## config.mk

```make
export PLATFORM = sky130hd
export DESIGN_NAME = instr_fetch_unit_flat
export DESIGN_NICKNAME = d
export VERILOG_FILES = /design/src/rtl/fetch_pkg.sv /design/src/rtl/instr_fetch_unit_if.sv /design/src/rtl/fetch_buffer.sv /design/src/rtl/instr_fetch_unit.sv /design/src/flat_wrapper.sv
export SDC_FILE = /design/constraint.sdc
export NUM_CORES = 1
export LEC_CHECK = 0
export ABC_AREA = 1
export BUFFER_PORTS_ARGS = -buffer_cell sky130_fd_sc_hd__buf_2
export CAP_MARGIN = 10
export CORE_ASPECT_RATIO = 1.75
export CORE_MARGIN = 2
export CORE_UTILIZATION = 59
export CTS_CLUSTER_SIZE = 10
export DETAILED_ROUTE_END_ITERATION = 8
export PLACE_DENSITY = 0.93
export SLEW_MARGIN = 20
export SYNTH_ARGS = -nofsm -noshare
export SYNTH_HDL_FRONTEND = slang
export SYNTH_HIERARCHICAL = 1
export SYNTH_SLANG_ARGS = --single-unit
```

## constraint.sdc

```tcl
create_clock -name clk_i -period 4.9 [get_ports clk_i]
set_input_delay 0.735 -clock clk_i [delete_from_list [all_inputs] [get_ports clk_i]]
set_output_delay 0.735 -clock clk_i [all_outputs]
set_load 0.005 [all_outputs]
```

## src/rtl/fetch_pkg.sv

```systemverilog
// Shared types and constants for the instruction fetch front end.
package fetch_pkg;
  localparam logic [31:0] NOP_INSTR    = 32'h0000_0013;
  localparam logic [31:0] RESET_VECTOR = 32'h0000_0000;

  typedef struct packed {
    logic [31:0] instr;
    logic [31:0] pc;
  } fetch_entry_t;

  function automatic logic [31:0] word_align(input logic [31:0] a);
    return {a[31:2], 2'b00};
  endfunction
endpackage

```

## src/rtl/instr_fetch_unit_if.sv

```systemverilog
// Fetch unit bus bundle: imem request/response, redirect from execute, decode handshake.
interface instr_fetch_unit_if;
  logic        imem_req_o;
  logic [31:0] imem_addr_o;
  logic        imem_gnt_i;
  logic        imem_rvalid_i;
  logic [31:0] imem_rdata_i;
  logic        redirect_i;
  logic [31:0] redirect_pc_i;
  logic        instr_valid_o;
  logic        instr_ready_i;
  logic [31:0] instr_o;
  logic [31:0] instr_pc_o;
  logic [31:0] instr_pc_plus4_o;

  modport master (
    output imem_req_o, imem_addr_o, instr_valid_o, instr_o, instr_pc_o, instr_pc_plus4_o,
    input  imem_gnt_i, imem_rvalid_i, imem_rdata_i, redirect_i, redirect_pc_i, instr_ready_i
  );

  modport slave (
    input  imem_req_o, imem_addr_o, instr_valid_o, instr_o, instr_pc_o, instr_pc_plus4_o,
    output imem_gnt_i, imem_rvalid_i, imem_rdata_i, redirect_i, redirect_pc_i, instr_ready_i
  );
endinterface

```

## src/rtl/fetch_buffer.sv

```systemverilog
// Circular FIFO of fetched {instr, pc} entries; flush wins over push/pop.
module fetch_buffer
  import fetch_pkg::*;
#(
  parameter int DEPTH = 4
) (
  input  logic                     clk_i,
  input  logic                     reset_n_i,
  input  logic                     flush,
  input  logic                     push,
  input  fetch_entry_t             push_entry,
  input  logic                     pop,
  output fetch_entry_t             head,
  output logic [$clog2(DEPTH):0]   count
);
  localparam int AW = $clog2(DEPTH);

  fetch_entry_t   mem [DEPTH];
  logic [AW-1:0]  wr_ptr, rd_ptr;

  always_ff @(posedge clk_i or negedge reset_n_i) begin
    if (!reset_n_i) begin
      wr_ptr <= '0;
      rd_ptr <= '0;
      count  <= '0;
    end else if (flush) begin
      wr_ptr <= '0;
      rd_ptr <= '0;
      count  <= '0;
    end else begin
      if (push) wr_ptr <= wr_ptr + 1'b1;
      if (pop)  rd_ptr <= rd_ptr + 1'b1;
      count <= count + (AW+1)'(push) - (AW+1)'(pop);
    end
  end

  always_ff @(posedge clk_i) begin
    if (push && !flush) mem[wr_ptr] <= push_entry;
  end

  assign head = mem[rd_ptr];
endmodule

```

## src/rtl/instr_fetch_unit.sv

```systemverilog
// Fetch front end: PC/credit/discard bookkeeping around a small instruction buffer.
module instr_fetch_unit
  import fetch_pkg::*;
#(
  parameter logic [31:0] RESET_PC        = RESET_VECTOR,
  parameter int          DEPTH           = 4,
  parameter int          MAX_OUTSTANDING = 2
) (
  input  logic               clk_i,
  input  logic               reset_n_i,
  instr_fetch_unit_if.master bus
);
  localparam int          CW     = $clog2(DEPTH) + 1;
  localparam logic [CW:0] DEPTH_C = (CW+1)'(DEPTH);
  localparam logic [CW-1:0] MAXO_C = CW'(MAX_OUTSTANDING);

  logic [31:0]   fetch_pc, resp_pc;
  logic [CW-1:0] outstanding, outstanding_nxt, discard, count;
  logic          grant, rsp, push, pop, valid;
  fetch_entry_t  head, push_entry;

  // Credit: in-flight plus buffered never exceeds DEPTH, so a push always has room.
  assign bus.imem_req_o  = reset_n_i
                         && (({1'b0, outstanding} + {1'b0, count}) < DEPTH_C)
                         && (outstanding < MAXO_C);
  assign bus.imem_addr_o = fetch_pc;

  assign grant = bus.imem_req_o && bus.imem_gnt_i;
  assign rsp   = bus.imem_rvalid_i && (outstanding != '0);
  assign push  = rsp && (discard == '0) && !bus.redirect_i;
  assign pop   = valid && bus.instr_ready_i && !bus.redirect_i;
  assign outstanding_nxt = outstanding + CW'(grant) - CW'(rsp);

  assign push_entry = '{instr: bus.imem_rdata_i, pc: resp_pc};

  always_ff @(posedge clk_i or negedge reset_n_i) begin
    if (!reset_n_i) begin
      fetch_pc    <= RESET_PC;
      resp_pc     <= RESET_PC;
      outstanding <= '0;
      discard     <= '0;
    end else begin
      outstanding <= outstanding_nxt;
      if (bus.redirect_i) begin
        fetch_pc <= word_align(bus.redirect_pc_i);
        resp_pc  <= word_align(bus.redirect_pc_i);
        // Every request still in flight after this edge belongs to the old stream,
        // including ones already marked for discard.
        discard  <= outstanding_nxt;
      end else begin
        if (grant) fetch_pc <= fetch_pc + 32'd4;
        if (rsp) begin
          if (discard != '0) discard <= discard - 1'b1;
          else               resp_pc <= resp_pc + 32'd4;
        end
      end
    end
  end

  fetch_buffer #(.DEPTH(DEPTH)) u_buf (
    .clk_i      (clk_i),
    .reset_n_i  (reset_n_i),
    .flush      (bus.redirect_i),
    .push       (push),
    .push_entry (push_entry),
    .pop        (pop),
    .head       (head),
    .count      (count)
  );

  assign valid                = (count != '0);
  assign bus.instr_valid_o    = valid;
  assign bus.instr_o          = valid ? head.instr : NOP_INSTR;
  assign bus.instr_pc_o       = valid ? head.pc : 32'd0;
  assign bus.instr_pc_plus4_o = bus.instr_pc_o + 32'd4;

  a_no_orphan_rsp: assert property (@(posedge clk_i) disable iff (!reset_n_i)
    bus.imem_rvalid_i |-> (outstanding != '0));
endmodule

```

## src/flat_wrapper.sv

```systemverilog
// flat-port wrapper written by rule: the top's interface ports become plain ports
module instr_fetch_unit_flat import fetch_pkg::*;
#(
  parameter logic [31:0] RESET_PC        = RESET_VECTOR,
  parameter int          DEPTH           = 4,
  parameter int          MAX_OUTSTANDING = 2
)
  (clk_i, reset_n_i, bus_imem_req_o, bus_imem_addr_o, bus_instr_valid_o, bus_instr_o, bus_instr_pc_o, bus_instr_pc_plus4_o, bus_imem_gnt_i, bus_imem_rvalid_i, bus_imem_rdata_i, bus_redirect_i, bus_redirect_pc_i, bus_instr_ready_i);
  instr_fetch_unit_if bus_i ();
  input  logic clk_i;
  input  logic reset_n_i;
  output wire logic [$bits(bus_i.imem_req_o)-1:0] bus_imem_req_o;
  output wire logic [$bits(bus_i.imem_addr_o)-1:0] bus_imem_addr_o;
  output wire logic [$bits(bus_i.instr_valid_o)-1:0] bus_instr_valid_o;
  output wire logic [$bits(bus_i.instr_o)-1:0] bus_instr_o;
  output wire logic [$bits(bus_i.instr_pc_o)-1:0] bus_instr_pc_o;
  output wire logic [$bits(bus_i.instr_pc_plus4_o)-1:0] bus_instr_pc_plus4_o;
  input wire logic [$bits(bus_i.imem_gnt_i)-1:0] bus_imem_gnt_i;
  input wire logic [$bits(bus_i.imem_rvalid_i)-1:0] bus_imem_rvalid_i;
  input wire logic [$bits(bus_i.imem_rdata_i)-1:0] bus_imem_rdata_i;
  input wire logic [$bits(bus_i.redirect_i)-1:0] bus_redirect_i;
  input wire logic [$bits(bus_i.redirect_pc_i)-1:0] bus_redirect_pc_i;
  input wire logic [$bits(bus_i.instr_ready_i)-1:0] bus_instr_ready_i;
  assign bus_imem_req_o = bus_i.imem_req_o;
  assign bus_imem_addr_o = bus_i.imem_addr_o;
  assign bus_instr_valid_o = bus_i.instr_valid_o;
  assign bus_instr_o = bus_i.instr_o;
  assign bus_instr_pc_o = bus_i.instr_pc_o;
  assign bus_instr_pc_plus4_o = bus_i.instr_pc_plus4_o;
  assign bus_i.imem_gnt_i = bus_imem_gnt_i;
  assign bus_i.imem_rvalid_i = bus_imem_rvalid_i;
  assign bus_i.imem_rdata_i = bus_imem_rdata_i;
  assign bus_i.redirect_i = bus_redirect_i;
  assign bus_i.redirect_pc_i = bus_redirect_pc_i;
  assign bus_i.instr_ready_i = bus_instr_ready_i;
  instr_fetch_unit #(.RESET_PC(RESET_PC), .DEPTH(DEPTH), .MAX_OUTSTANDING(MAX_OUTSTANDING)) u_core (.clk_i(clk_i), .reset_n_i(reset_n_i), .bus(bus_i));
endmodule
```

==> metrics.md <==
| Metric | Value |
|---|---|
| Core area | `0.0279 mm2` |
| Worst skew pair latency | `0.52 ns` |
| Static leakage | `8.52 nW` |
| Yosys Warn Count | `6` |
| Sink Count | `329` |
| Die Width | `131 um` |
| Final GP Congestion | `0.926` |
| Crit path capture type | `primary output` |
| Final Slew Violations | `0` |
| WS Path Type | `reg -> out` |
| Crit-path cells | `buf_4 > o211ai_1 > nand2_1 > inv_1 > nor2_1 > ha_1 > nand4_1 > nor2_2 > nand2_2 > nor2_4 > xor2_1 > buf_2` |
| NumNets Final | `2049` |
| Fin area | `0.0187 mm2` |
| Crit path max-delay cell type | `buf_4` |
| Setup TNS | `0 ns` |
| Antenna violations before repair | `1` |
| Clock-pin transition on the worst setup and hold timing paths | `0.05 ns` |
| Root Driver | `clkbuf_16` |
| Max transition margin | `0.315` |
| Post-Route WL | `40.6 mm` |
| Worst-path maximum fanout | `64` |
| Worst Reg2Reg Path Length in Cells | `10` |
| IO Pins | `200` |
| Drt pass-1 iters | `7` |
| Initial drt markers | `1369` |
| Element type at the critical path start | `flop` |
| Starting Density | `0.596` |
| Status | `finished, final reports clean` |
| WL per Instance | `17.3 um` |
| P per Cell Area | `434 mW/mm2` |
| First-pass GRT wire length | `62.7 mm` |
| Vias per cell | `5.66` |
| Hold Crit Class | `in -> reg` |
| Sequential cell area fraction in the yosys report | `0.573` |
| Final count of hold timing violations | `0` |
| Reg-to-Reg End | `u_core/u_buf/mem[1][43]` |
| Post-route DRC violation count | `0` |
| CP Launch Point | `u_core/u_buf/rd_ptr[1]` |
| H-tree depth | `2` |
| CP delay by family, top | `simple AND/OR/NAND/NOR gates` |
| Critical Path End | `bus_instr_pc_plus4_o[16]` |
| Mapped cell area | `0.0166 mm2` |
| Synth unique cells | `38` |
| Share of cells above drive strength 1 | `0.153` |
| Die height | `226 um` |
| DIE AREA | `0.0295 mm2` |
| Layout Cells excl Fill | `2346` |
| Reg-to-reg slack, setup | `1.93 ns` |
| Max Cap Violations | `0` |
| Total gr overflow | `0` |
| Vias in the first global route | `13000` |
| TritonCTS buffer count | `38` |
| Most frequent cells in the layout | `511 x nand2_1, 278 x inv_1, 256 x edfxtp_1` |
| VDD IR max | `0.000257 V` |
| CTS tree | `built` |
| Longest Clk Path Bufs | `3` |
| Tmin final | `4.59 ns` |
| Final Skew | `0.0163 ns` |
| # setup viols final | `0` |
| Placed cell areas | `0.0177 mm2` |
| Area growth from synthesis to layout | `12.8%` |
| Inst Count DP | `2294` |
| Critical path buffer and inverter count | `3` |
| Row cnt | `81` |
| Tcrit/Tclk final | `0.938` |
| Seq cells post-synth | `329` |
| Largest net degree at the start of global routing | `119` |
| RSZ-0062 raised after global routing | `false` |
| Final ANT Viol Nets | `0` |
| Reg-to-reg critical path startpoint | `u_core/discard[0]` |
| # fillers | `1944` |
| Commonest non-fill, non-tap cell in the layout | `nand2_1` |
| Arrival time of the worst setup path | `3.86 ns` |
| Total number of vias | `13300` |
| CP required | `4.16 ns` |
| Worst-Margin Slew | `1.03 ns` |
| CTS hold repair buffers | `0` |
| I/O Buffers | `195` |
| Max stage delay on crit path | `0.64 ns` |
| F_max | `218 MHz` |
| Syn avg cell area | `9.36 um2` |
| CP Depth | `12` |
| DP Wirelength | `26.3 mm` |
| Syn Inst Count | `1774` |
| GRT Resource Usage Total | `0.273` |
cell usage after synthesis:
| cell type | n | area, um2 |
|---|---|---|
| o21bai_1 | 5 | 37.5 |
| or2_1 | 2 | 12.5 |
| o211ai_1 | 140 | 1050 |
| nand2_2 | 9 | 56.3 |
| nand3b_1 | 9 | 67.6 |
| o221ai_1 | 4 | 35.0 |
| o21ai_1 | 2 | 10.0 |
| and2_1 | 1 | 6.26 |
| or2_2 | 3 | 18.8 |
| nand3_1 | 101 | 505 |
| conb_1 | 1 | 3.75 |
| inv_2 | 6 | 22.5 |
| o21ai_0 | 28 | 140 |
| buf_1 | 1 | 3.75 |
| nor2_1 | 154 | 578 |
| nor2_4 | 5 | 56.3 |
| inv_1 | 279 | 1050 |
| buf_6 | 27 | 304 |
| nor3_1 | 9 | 45.0 |
| fa_1 | 2 | 40.0 |
| clkbuf_1 | 6 | 22.5 |
| a21oi_2 | 1 | 8.76 |
| a21oi_1 | 9 | 45.0 |
| buf_2 | 24 | 120 |
| edfxtp_1 | 256 | 7690 |
| nand4_4 | 1 | 21.3 |
| a31oi_1 | 3 | 18.8 |
| xor2_1 | 30 | 263 |
| nand2_1 | 511 | 1920 |
| nor3_2 | 2 | 20.0 |
| dfrtp_1 | 73 | 1830 |
| xnor2_1 | 10 | 87.6 |
| nor2_2 | 13 | 81.3 |
| buf_4 | 11 | 82.6 |
| ha_1 | 16 | 200 |
| nand3_2 | 8 | 80.1 |
| o31ai_1 | 1 | 7.51 |
| nand4_1 | 11 | 68.8 |
worst min path at each step:
stage,start,endpoint,depth (start not counted)
3_5_place_dp,u_core/discard[2],u_core/discard[2],2
2_1_floorplan,reset_n_i,u_core/bus.imem_addr_o[10],0
6_report,bus_imem_rdata_i[8],u_core/u_buf/mem[2][40],1
5_1_grt,bus_imem_rdata_i[17],u_core/u_buf/mem[1][49],1
3_3_place_gp,u_core/u_buf/wr_ptr[0],u_core/u_buf/wr_ptr[0],1
4_1_cts,bus_imem_rdata_i[8],u_core/u_buf/mem[2][40],1
final cells by class:
| class | instances | area (um2) | area share |
|---|---|---|---|
| clock buffer | 50 | 1020 | 0.0543 |
| multi-input combinational | 1100 | 5550 | 0.296 |
| sequential | 329 | 9520 | 0.508 |
| tap | 373 | 467 | 0.0249 |
| inverter | 285 | 1080 | 0.0579 |
| antenna | 1 | 2.50 | 0.000134 |
| clock inverter | 1 | 8.76 | 0.000468 |
| timing repair buffer | 207 | 1080 | 0.0578 |
power by group:
group          leakage (nW)  internal [mW]  switching [mW]
Clock                 0.498           1.43           0.990
Sequential             3.20           3.22           0.230
Combinational          4.82          0.792            1.45
cells by family (layout without fill, tap and decap cells):
logic type	after synthesis	after routing	share of synthesized area
buffers and inverters	354	543	0.0965
adders and majority gates	18	18	0.0145
DFF	329	329	0.573
and+or+nand+nor	839	839	0.213
AOI/OAI and AO/OA	193	193	0.0815
xor gates and xnor gates	40	40	0.0211
other	1	11	0.000226
state kept, by name, indices dropped and copies added, names as in the netlist:
name / cells
u_core/u_buf/mem: 256
u_core/discard: 3
u_core/resp_pc: 30
u_core/outstanding: 3
u_core/bus.imem_addr_o: 30
u_core/u_buf/rd_ptr: 2
u_core/u_buf/wr_ptr: 2
u_core/u_buf/count: 3
per-layer routing:
metal / GRT usage / part of all wire / up-vias
li1: - / - / 6175
met5: 0 / 0 / -
met2: 0.492 / 0.52 / 677
met4: 0.160 / 0.057 / 0
met1: 0.303 / 0.35 / 6249
met3: 0.0365 / 0.075 / 167
per-stage QoR:
stage	hold WS [ns]	power (mW)	utilization	setup slack (ns)
after floorplan	0.439	4.91	-	0.323
after global placement	0.536	5.59	0.634	1.01
after detailed placement	0.553	5.69	0.634	0.926
after CTS	0.409	8.13	0.671	0.353
after global routing	0.423	8.56	0.672	0.0420
final	0.426	8.12	0.672	0.306
what timing repair did:
item | 4_1_cts | 5_1_grt
resized for setup | 0 | 2
setup endpoints to repair | 0 | 1
setup buffers | 0 | 0
No activity file was read; power rests on OpenSTA's default activity.
